`config.mk`:
```
export PLATFORM = sky130hd
export DESIGN_NAME = spi_slave_fifo_flat
export DESIGN_NICKNAME = d
export VERILOG_FILES = /design/src/rtl/spi_slv_pkg.sv /design/src/rtl/spi_slave_fifo_if.sv /design/src/rtl/spi_slv_fifo.sv /design/src/rtl/spi_slave_fifo.sv /design/src/flat_wrapper.sv
export SDC_FILE = /design/constraint.sdc
export NUM_CORES = 1
export LEC_CHECK = 0
export CELL_PAD_IN_SITES_DETAIL_PLACEMENT = 1
export CELL_PAD_IN_SITES_GLOBAL_PLACEMENT = 2
export CORE_UTILIZATION = 44
export DETAILED_ROUTE_END_ITERATION = 7
export GPL_ROUTABILITY_DRIVEN = 0
export GPL_TIMING_DRIVEN = 0
export PLACE_DENSITY_LB_ADDON = 0.1
export SLEW_MARGIN = 10
export SYNTH_ARGS = -nofsm -noshare
export SYNTH_HDL_FRONTEND = slang
export SYNTH_SLANG_ARGS = --single-unit
```
`constraint.sdc`:
```
create_clock -name sclk -period 4.19 [get_ports sclk]
set_clock_uncertainty 0.15 [all_clocks]
set_input_delay 1.0475 -clock sclk [delete_from_list [all_inputs] [get_ports sclk]]
set_output_delay 1.0475 -clock sclk [all_outputs]
set_load 0.1 [all_outputs]
```
`src/rtl/spi_slv_pkg.sv`:
```
// -----------------------------------------------------------------------------
// spi_slv_pkg
// Shared definitions for the SPI slave with TX/RX word FIFOs:
//   - default word width and FIFO depths
//   - tx_act_e : per-cycle action of the TX shifter (load a new word / shift)
//   - clog2()  : ceiling log2 used for counter and pointer widths
//   - out_bit_idx() : index of the bit that leaves the shifter first,
//                     selected by the bit order
// Optional feature macro used elsewhere in this slice: SPI_SLAVE_STATUS_EN.
// -----------------------------------------------------------------------------
package spi_slv_pkg;

  localparam int DEF_DATA_W    = 8;
  localparam int DEF_TX_DEPTH  = 4;
  localparam int DEF_RX_DEPTH  = 4;
  localparam int DEF_MSB_FIRST = 1;

  typedef enum logic {
    TX_SHIFT = 1'b0,
    TX_LOAD  = 1'b1
  } tx_act_e;

  function automatic int clog2(input int value);
    int res;
    res = 0;
    for (int v = value - 1; v > 0; v = v >> 1) begin
      res = res + 1;
    end
    return res;
  endfunction

  function automatic int out_bit_idx(input int width, input int msb_first);
    return (msb_first != 0) ? (width - 1) : 0;
  endfunction

endpackage

```
`src/rtl/spi_slave_fifo_if.sv`:
```
// -----------------------------------------------------------------------------
// spi_slave_fifo_if
// Local-side word handshakes of the SPI slave.
//   tx_data/tx_valid/tx_ready : words to transmit (pushed when valid && ready)
//   rx_data/rx_valid/rx_ready : received words (popped when valid && ready)
// Modports: slave (the SPI slave block), master (the local logic).
// -----------------------------------------------------------------------------
interface spi_slave_fifo_if
  import spi_slv_pkg::*;
#(
  parameter int DATA_W = DEF_DATA_W
);
  logic [DATA_W-1:0] tx_data;
  logic              tx_valid;
  logic              tx_ready;
  logic [DATA_W-1:0] rx_data;
  logic              rx_valid;
  logic              rx_ready;

  modport slave (
    input  tx_data, tx_valid, rx_ready,
    output tx_ready, rx_data, rx_valid
  );

  modport master (
    output tx_data, tx_valid, rx_ready,
    input  tx_ready, rx_data, rx_valid
  );
endinterface

```
`src/rtl/spi_slv_fifo.sv`:
```
// -----------------------------------------------------------------------------
// spi_slv_fifo
// Synchronous word FIFO, one clock (sclk), synchronous active-low reset.
//   push_i/push_data_i : write; ignored when full unless a pop happens too
//   pop_i              : read; ignored when empty
//   full_o/empty_o     : occupancy flags
//   head_o             : oldest entry (storage is cleared on reset, so the
//                        head reads as zero after reset)
// -----------------------------------------------------------------------------
module spi_slv_fifo
  import spi_slv_pkg::*;
#(
  parameter int WIDTH = DEF_DATA_W,
  parameter int DEPTH = DEF_TX_DEPTH
) (
  input  logic             sclk,
  input  logic             reset,
  input  logic             push_i,
  input  logic [WIDTH-1:0] push_data_i,
  input  logic             pop_i,
  output logic             full_o,
  output logic             empty_o,
  output logic [WIDTH-1:0] head_o
);

  localparam int AW = clog2(DEPTH);
  localparam logic [AW:0] PTR_ONE = {{AW{1'b0}}, 1'b1};

  logic [WIDTH-1:0] mem_q [DEPTH];
  logic [AW:0]      wr_ptr_q, wr_ptr_d;
  logic [AW:0]      rd_ptr_q, rd_ptr_d;
  logic             do_push_s;
  logic             do_pop_s;

  // Extra pointer MSB distinguishes full from empty when the indices match.
  assign empty_o = (wr_ptr_q == rd_ptr_q);
  assign full_o  = (wr_ptr_q[AW] != rd_ptr_q[AW]) &&
                   (wr_ptr_q[AW-1:0] == rd_ptr_q[AW-1:0]);
  assign head_o  = mem_q[rd_ptr_q[AW-1:0]];

  // Push/pop qualification and pointer next-state.
  always_comb begin
    do_pop_s  = pop_i && !empty_o;
    // A push into a full FIFO is accepted when a pop frees a slot in the same cycle.
    do_push_s = push_i && (!full_o || do_pop_s);
    wr_ptr_d  = wr_ptr_q;
    rd_ptr_d  = rd_ptr_q;
    if (do_push_s) begin
      wr_ptr_d = wr_ptr_q + PTR_ONE;
    end else begin
      wr_ptr_d = wr_ptr_q;
    end
    if (do_pop_s) begin
      rd_ptr_d = rd_ptr_q + PTR_ONE;
    end else begin
      rd_ptr_d = rd_ptr_q;
    end
  end

  // Pointer and storage registers.
  always_ff @(posedge sclk) begin
    if (!reset) begin
      wr_ptr_q <= {(AW + 1){1'b0}};
      rd_ptr_q <= {(AW + 1){1'b0}};
      for (int i = 0; i < DEPTH; i++) begin
        mem_q[i] <= {WIDTH{1'b0}};
      end
    end else begin
      wr_ptr_q <= wr_ptr_d;
      rd_ptr_q <= rd_ptr_d;
      if (do_push_s) begin
        mem_q[wr_ptr_q[AW-1:0]] <= push_data_i;
      end
    end
  end

endmodule

```
`src/rtl/spi_slave_fifo.sv`:
```
// -----------------------------------------------------------------------------
// spi_slave_fifo
// SPI mode-0 slave with TX and RX word FIFOs on the local side. Everything
// runs in the free-running sclk domain; miso changes on the falling edge so
// the master samples bit k of a word on rising edge k of that word.
// Ports:
//   sclk, reset   clock; synchronous active-low reset
//   cs_n, mosi    chip select (active low) and serial data in, sampled on posedge
//   miso          serial data out, updated on negedge
//   busy          high while cs_n=0 and a word is partly shifted
//   bus (slave)   tx_data/tx_valid/tx_ready, rx_data/rx_valid/rx_ready
// Optional (macro SPI_SLAVE_STATUS_EN):
//   rx_overflow   sticky: an RX word was dropped
//   tx_underrun   sticky: a word started with nothing loaded from the TX FIFO
//   status_clr    clears both flags; a set event in the same cycle wins
// -----------------------------------------------------------------------------
module spi_slave_fifo
  import spi_slv_pkg::*;
#(
  parameter int DATA_W    = DEF_DATA_W,
  parameter int TX_DEPTH  = DEF_TX_DEPTH,
  parameter int RX_DEPTH  = DEF_RX_DEPTH,
  parameter int MSB_FIRST = DEF_MSB_FIRST
) (
  input  logic            sclk,
  input  logic            reset,
  input  logic            cs_n,
  input  logic            mosi,
  output logic            miso,
  spi_slave_fifo_if.slave bus,
  output logic            busy
`ifdef SPI_SLAVE_STATUS_EN
  ,
  output logic            rx_overflow,
  output logic            tx_underrun,
  input  logic            status_clr
`endif
);

  localparam int              CW       = clog2(DATA_W);
  localparam logic [CW-1:0]   LAST_BIT = CW'(DATA_W - 1);
  localparam logic [CW-1:0]   CNT_ONE  = CW'(1);
  localparam int              OUT_IDX  = out_bit_idx(DATA_W, MSB_FIRST);

  logic [CW-1:0]     bit_cnt_q, bit_cnt_d;
  logic [DATA_W-1:0] rx_shift_q, rx_shift_d;
  logic [DATA_W-1:0] tx_shift_q, tx_shift_d;
  logic              tx_vld_q, tx_vld_d;
  logic              miso_q;

  logic              word_start_s;
  logic              word_last_s;
  tx_act_e           tx_act_s;

  logic              rx_push_s, rx_pop_s, rx_full_s, rx_empty_s;
  logic [DATA_W-1:0] rx_head_s;
  logic              tx_push_s, tx_pop_s, tx_full_s, tx_empty_s;
  logic [DATA_W-1:0] tx_head_s;

  spi_slv_fifo #(.WIDTH(DATA_W), .DEPTH(TX_DEPTH)) u_tx_fifo (
    .sclk       (sclk),
    .reset      (reset),
    .push_i     (tx_push_s),
    .push_data_i(bus.tx_data),
    .pop_i      (tx_pop_s),
    .full_o     (tx_full_s),
    .empty_o    (tx_empty_s),
    .head_o     (tx_head_s)
  );

  spi_slv_fifo #(.WIDTH(DATA_W), .DEPTH(RX_DEPTH)) u_rx_fifo (
    .sclk       (sclk),
    .reset      (reset),
    .push_i     (rx_push_s),
    .push_data_i(rx_shift_d),
    .pop_i      (rx_pop_s),
    .full_o     (rx_full_s),
    .empty_o    (rx_empty_s),
    .head_o     (rx_head_s)
  );

  assign bus.tx_ready = !tx_full_s;
  assign bus.rx_valid = !rx_empty_s;
  assign bus.rx_data  = rx_head_s;
  assign busy         = !cs_n && (bit_cnt_q != {CW{1'b0}});
  assign miso         = miso_q;

  // Word framing, FIFO handshakes and shifter next-state.
  always_comb begin
    word_start_s = !cs_n && (bit_cnt_q == {CW{1'b0}});
    word_last_s  = !cs_n && (bit_cnt_q == LAST_BIT);
    tx_push_s    = bus.tx_valid && !tx_full_s;
    rx_pop_s     = bus.rx_ready && !rx_empty_s;
    // The completed word includes the bit sampled on this edge.
    rx_push_s    = word_last_s;
    // The loaded word leaves the FIFO only once it actually starts shifting.
    tx_pop_s     = word_start_s && tx_vld_q;

    if (cs_n) begin
      bit_cnt_d = {CW{1'b0}};
    end else if (bit_cnt_q == LAST_BIT) begin
      bit_cnt_d = {CW{1'b0}};
    end else begin
      bit_cnt_d = bit_cnt_q + CNT_ONE;
    end

    // A deselect discards any partial word.
    if (cs_n) begin
      rx_shift_d = {DATA_W{1'b0}};
    end else if (MSB_FIRST != 0) begin
      rx_shift_d = {rx_shift_q[DATA_W-2:0], mosi};
    end else begin
      rx_shift_d = {mosi, rx_shift_q[DATA_W-1:1]};
    end

    // Preload while idle and on the last bit so back-to-back words have no gap.
    if (cs_n || (bit_cnt_q == LAST_BIT)) begin
      tx_act_s = TX_LOAD;
    end else begin
      tx_act_s = TX_SHIFT;
    end

    case (tx_act_s)
      TX_LOAD: begin
        tx_shift_d = tx_empty_s ? {DATA_W{1'b0}} : tx_head_s;
        tx_vld_d   = !tx_empty_s;
      end
      TX_SHIFT: begin
        if (MSB_FIRST != 0) begin
          tx_shift_d = {tx_shift_q[DATA_W-2:0], 1'b0};
        end else begin
          tx_shift_d = {1'b0, tx_shift_q[DATA_W-1:1]};
        end
        tx_vld_d = tx_vld_q;
      end
      default: begin
        tx_shift_d = tx_shift_q;
        tx_vld_d   = tx_vld_q;
      end
    endcase
  end

  // Bit counter and shifter registers.
  always_ff @(posedge sclk) begin
    if (!reset) begin
      bit_cnt_q  <= {CW{1'b0}};
      rx_shift_q <= {DATA_W{1'b0}};
      tx_shift_q <= {DATA_W{1'b0}};
      tx_vld_q   <= 1'b0;
    end else begin
      bit_cnt_q  <= bit_cnt_d;
      rx_shift_q <= rx_shift_d;
      tx_shift_q <= tx_shift_d;
      tx_vld_q   <= tx_vld_d;
    end
  end

  // Outgoing bit is launched on the falling edge, half a cycle before the master samples it.
  always_ff @(negedge sclk) begin
    if (!reset) begin
      miso_q <= 1'b0;
    end else begin
      miso_q <= tx_shift_q[OUT_IDX];
    end
  end

`ifdef SPI_SLAVE_STATUS_EN
  logic rx_overflow_q, rx_overflow_d;
  logic tx_underrun_q, tx_underrun_d;

  // Sticky status next-state; a set event overrides a clear in the same cycle.
  always_comb begin
    if (rx_push_s && rx_full_s && !rx_pop_s) begin
      rx_overflow_d = 1'b1;
    end else if (status_clr) begin
      rx_overflow_d = 1'b0;
    end else begin
      rx_overflow_d = rx_overflow_q;
    end
    if (word_start_s && !tx_vld_q) begin
      tx_underrun_d = 1'b1;
    end else if (status_clr) begin
      tx_underrun_d = 1'b0;
    end else begin
      tx_underrun_d = tx_underrun_q;
    end
  end

  // Sticky status registers.
  always_ff @(posedge sclk) begin
    if (!reset) begin
      rx_overflow_q <= 1'b0;
      tx_underrun_q <= 1'b0;
    end else begin
      rx_overflow_q <= rx_overflow_d;
      tx_underrun_q <= tx_underrun_d;
    end
  end

  assign rx_overflow = rx_overflow_q;
  assign tx_underrun = tx_underrun_q;
`endif

endmodule

```
`src/flat_wrapper.sv`:
```
// flat-port wrapper written by rule: the top's interface ports become plain ports
module spi_slave_fifo_flat import spi_slv_pkg::*;
#(
  parameter int DATA_W    = DEF_DATA_W,
  parameter int TX_DEPTH  = DEF_TX_DEPTH,
  parameter int RX_DEPTH  = DEF_RX_DEPTH,
  parameter int MSB_FIRST = DEF_MSB_FIRST
)
  (sclk, reset, cs_n, mosi, miso, busy, bus_tx_data, bus_tx_valid, bus_rx_ready, bus_tx_ready, bus_rx_data, bus_rx_valid);
  spi_slave_fifo_if #(.DATA_W(DATA_W)) bus_i ();
  input  logic sclk;
  input  logic reset;
  input  logic cs_n;
  input  logic mosi;
  output logic miso;
  output logic busy;
  input wire logic [$bits(bus_i.tx_data)-1:0] bus_tx_data;
  input wire logic [$bits(bus_i.tx_valid)-1:0] bus_tx_valid;
  input wire logic [$bits(bus_i.rx_ready)-1:0] bus_rx_ready;
  output wire logic [$bits(bus_i.tx_ready)-1:0] bus_tx_ready;
  output wire logic [$bits(bus_i.rx_data)-1:0] bus_rx_data;
  output wire logic [$bits(bus_i.rx_valid)-1:0] bus_rx_valid;
  assign bus_i.tx_data = bus_tx_data;
  assign bus_i.tx_valid = bus_tx_valid;
  assign bus_i.rx_ready = bus_rx_ready;
  assign bus_tx_ready = bus_i.tx_ready;
  assign bus_rx_data = bus_i.rx_data;
  assign bus_rx_valid = bus_i.rx_valid;
  spi_slave_fifo #(.DATA_W(DATA_W), .TX_DEPTH(TX_DEPTH), .RX_DEPTH(RX_DEPTH), .MSB_FIRST(MSB_FIRST)) u_core (.sclk(sclk), .reset(reset), .cs_n(cs_n), .mosi(mosi), .miso(miso), .bus(bus_i), .busy(busy));
endmodule
```
* Word-level counts from Yosys, hierarchy flattened *
Memory sizes are Yosys's and may differ from the RTL's. A register that Yosys moved wholly into a read port is not among the register bits.
Index checks and enable logic that the tools add are counted.
W data, S select, Z words.

cells by class
  $add $sub $neg = 5
  eq/ne operators = 7
  muxes and demuxes = 22
  bitwise logic cells = 2
  reduce and logical (&&, ||, !) cells = 25

operators by type and width
  kind                   count
  $mux W8                4
  $pmux W8 S2            1
  $reduce_or A8 Y1       2
  $add A3 B1 Y3 const B  5
  $logic_and A1 B1 Y1    12
  $mux W2                6
  $mux W1                11
  $eq A3 B3 Y1           2
  $logic_not A1 Y1       5
  $eq A2 B2 Y1           2
  $eq A3 B3 Y1 const B   1
  $logic_not A3 Y1       1
  $logic_or A1 B1 Y1     3
  $reduce_bool A3 Y1     1
  $reduce_or A3 Y1       1
  $ne A1 B1 Y1           2
  $not A1 Y1             2

storage, ports and cells
  register bits after elaboration = 32
  memory bits (writable) = 64
  input port bits = 14
  output and inout bits = 12
  word-level logic and storage cells = 72
  memories = 2

memories
  name                    depth  width  rd ports  clocked after Yosys merged registers in  wr ports  RTL line            RTL
  u_core.u_rx_fifo.mem_q  4      8      1         1                                        4         spi_slv_fifo.sv:29  logic [WIDTH-1:0] mem_q [DEPTH];
  u_core.u_tx_fifo.mem_q  4      8      1         1                                        4         spi_slv_fifo.sv:29

* Logic depth before layout (Yosys ltp) *
  depth in word-level cells = 11
  depth in mapped cells = 7
  gate-level depth less buffers = 5

* Cells and area by module *
From an unflattened synthesis, not the netlist that was laid out.

unflattened totals
  cells, all modules = 383
  area, all modules = 4878.4 µm²

modules (own cells, without submodules)
  module          instances  cells each  area an instance (µm²)  sequential area each (µm²)
  spi_slv_fifo    2          149         2033.2                  1121.1
  spi_slave_fifo  1          85          812.0                   400.4

==> summary.md <==
| Metric | Value |
|---|---|
| Outcome | `finished, final reports clean` |
| Final nets | `429` |
| WHS | `0.3093 ns` |
| Layout cells sized above 1 | `14.29%` |
| Initial core utilization | `45.73%` |
| Avg Cell Area, Syn | `12.04 um^2` |
| Startpoint types | `flop` |
| DIE AREA | `10610 um^2` |
| Vias in the first global route | `3095` |
| Most common cell after layout, fill and taps aside | `nor2_1` |
| Crit-path slowest cell | `dfxtp_2` |
| Routed Antenna Nets | `0` |
| Via density | `5.286` |
| CP peak stage delay | `0.33 ns` |
| WP buf/inv | `1` |
| Slew @ Worst Pin | `1.175 ns` |
| Worst Setup End Kind | `primary output` |
| Inserted Diodes | `0` |
| Final hold violation count | `0` |
| Wire length per cell | `17.31 um` |
| RSZ-0062 raised after global routing | `true` |
| DRT Pass-1 Iters | `6` |
| Post-CTS Setup Repair Bufs | `0` |
| Critical path class | `reg -> out` |
| Placed cells | `530` |
| Maximum vdd drop | `0.2678 mV` |
| Placed wire-length estimate | `6909 um` |
| H-tree depth | `3` |
| Die width | `103.0 um` |
| CTS tree | `built` |
| Worst-path clk slew | `0.10 ns` |
| Num ports | `26` |
| Worst-case clock buffer depth | `2` |
| Setup TNS | `0 ns` |
| Seq/Total Area, Yosys | `58.85%` |
| Initial antenna violation count | `0` |
| # fillers | `1075` |
| # port buffers | `23` |
| Critical path data arrival time | `2.99 ns` |
| Yosys reg bits | `100` |
| Post-Place Cell Area | `4901 um^2` |
| Total gr overflow | `0` |
| Hold Path Class | `reg -> reg` |
| DP Worst Slack | `-0.5126 ns` |
| Crit path cell chain | `buf_12` |
| Pwr Density | `375.2 nW/um^2` |
| Layout area overhead | `14.18%` |
| LEAKAGE | `1.871 nW` |
| Worst path required time | `2.99 ns` |
| Yosys cell types | `46` |
| Post-synth EDFFs | `64` |
| CTS Buf Count | `9` |
| # DRC | `0` |
| Core area | `9819 um^2` |
| Most frequent cells in the layout | `nor2_1 (65), edfxtp_1 (64), nand2_1 (36)` |
| Sink Count | `100` |
| YS warnings | `0` |
| Multi-input gate area | `1665 um^2` |
| Synth Net Count | `394` |
| Final Cell Area | `5127 um^2` |
| Clk Latency, worst-skew pair | `0.36 ns` |
| Root buffer cell | `clkbuf_8` |
| FP Rows | `36` |
| First-iteration detailed-routing DRC count | `45` |
| Max Fanout on Critical Path | `1` |
| Largest net degree at the start of global routing | `19` |
| First-pass GRT wire length | `15440 um` |
| Fin worst setup slack | `0.001526 ns` |
| Asr flop ratio synth | `0%` |
| Ys flop type | `edfxtp_1` |
| GRT Util Overall | `19.75%` |
| Reg area | `2644 um^2` |
| Maxcap violations | `0` |
| Synthesized instance count | `373` |
| Slew Viols, Final | `0` |
| Via count | `2886` |
| Kind of cell adding the most delay to the critical path | `flip-flops` |
| Slew headroom | `20.84%` |
| Die Ht | `103.0 um` |
| Synthesized area | `4491 um^2` |
| Final setup violation count | `0` |
| Hold buffers post-CTS | `0` |
| Post-route insts no fill | `546` |
| Detailed Route WL | `9451 um` |
routing by layer:
metal  track usage, %  vias up  routed length [um]
met4            7.151        0                 151
met3            2.712       14                 177
met1            23.13     1423                4116
met2            36.77       36                5007
li1                 -     1413                   -
met5                0        -                   0
sequential cells by signal, indices dropped and copies added (netlist names), named ones only:
| name | count |
|---|---|
| u_core.bit_cnt_q | 3 |
| u_core.miso | 1 |
| u_core.rx_shift_q | 7 |
| u_core.tx_shift_q | 8 |
| u_core.tx_vld_q | 1 |
| u_core.u_rx_fifo.mem_q | 32 |
| u_core.u_rx_fifo.rd_ptr_q | 3 |
| u_core.u_rx_fifo.wr_ptr_q | 3 |
| u_core.u_tx_fifo.mem_q | 32 |
| u_core.u_tx_fifo.rd_ptr_q | 3 |
| u_core.u_tx_fifo.wr_ptr_q | 3 |
report_power, final:
part	switching, mW	internal (mW)	total (mW)
combinational	0.117	0.0588	0.176
clock	0.363	0.283	0.646
sequential	0.0134	1.09	1.10
total	0.493	1.43	1.92
area by class of cell:
class                      count  share of cell area [%]
multi-input combinational    230                   32.48
tap                          133                   3.245
inverter                      18                   1.318
clock inverter                 6                   1.025
sequential                   100                   51.56
timing repair buffer          24                   4.832
clock buffer                  11                   3.172
buffer                        24                   2.367
repair_timing:
item,in CTS,in global routing
gates resized for setup,10,3
endpoints found under the setup margin,1,3
pin swaps,0,0
cells in the mapped netlist (2+ instances only):
cell type / count / area, um^2
and2_1: 2 / 12.51
o311ai_2: 2 / 32.53
buf_2: 10 / 50.05
a21oi_1: 4 / 20.02
buf_1: 4 / 15.01
ha_1: 7 / 87.58
nor4_1: 2 / 12.51
a311o_1: 2 / 20.02
buf_4: 2 / 15.01
nor3b_1: 2 / 15.01
clkbuf_1: 6 / 22.52
a31oi_1: 3 / 18.77
o31ai_1: 8 / 60.06
xnor2_1: 5 / 43.79
o21ai_0: 14 / 70.07
nor3_1: 10 / 50.05
nand3_1: 8 / 40.04
nand2_1: 36 / 135.1
xor2_1: 6 / 52.55
nand2b_1: 4 / 25.02
o311a_1: 2 / 20.02
mux4_2: 16 / 360.4
edfxtp_1: 64 / 1922
and3b_1: 2 / 17.52
inv_1: 19 / 71.32
mux2i_1: 11 / 110.1
o41ai_4: 2 / 55.05
dfxtp_1: 36 / 720.7
o41ai_1: 2 / 17.52
nor2_1: 65 / 244.0
a41o_1: 2 / 20.02
path summary, 6_finish.rpt:
check                                         start                            to  slack, ns  depth (start not counted)
worst max-delay path                    u_core.miso                          miso      0.002                          1
worst min-delay path            u_core.bit_cnt_q[0]           u_core.bit_cnt_q[0]       0.31                          1
worst max register to register  u_core.bit_cnt_q[0]  u_core.u_rx_fifo.mem_q[0][1]       1.23                          6
worst min register to register  u_core.bit_cnt_q[0]           u_core.bit_cnt_q[0]       0.31                          1
cells by family (layout without fill, tap and decap cells):
kind of cell             after synthesis  in the layout  share of synthesized area [%]
XOR/XNOR                              12             12                          2.508
buffers and inverters                 43             83                          4.235
AND/OR/NAND/NOR                      139            139                          13.85
multiplexers                          27             27                          10.48
flip-flops                           100            100                          58.85
adder cells (fa/ha/maj)                7              7                          1.950
AO/OA/AOI/OAI                         45             45                          8.136
per-stage QoR:
| stage | util (%) | power, mW |
|---|---|---|
| 4_1_cts | 52.18 | 1.947 |
| 2_1_floorplan | - | 1.244 |
| 3_5_place_dp | 49.91 | 1.305 |
| 3_3_place_gp | 49.78 | 1.299 |
| 5_1_grt | 52.22 | 1.997 |
| 6_report | 52.22 | 1.924 |
Power figures use the tool's default switching activity.
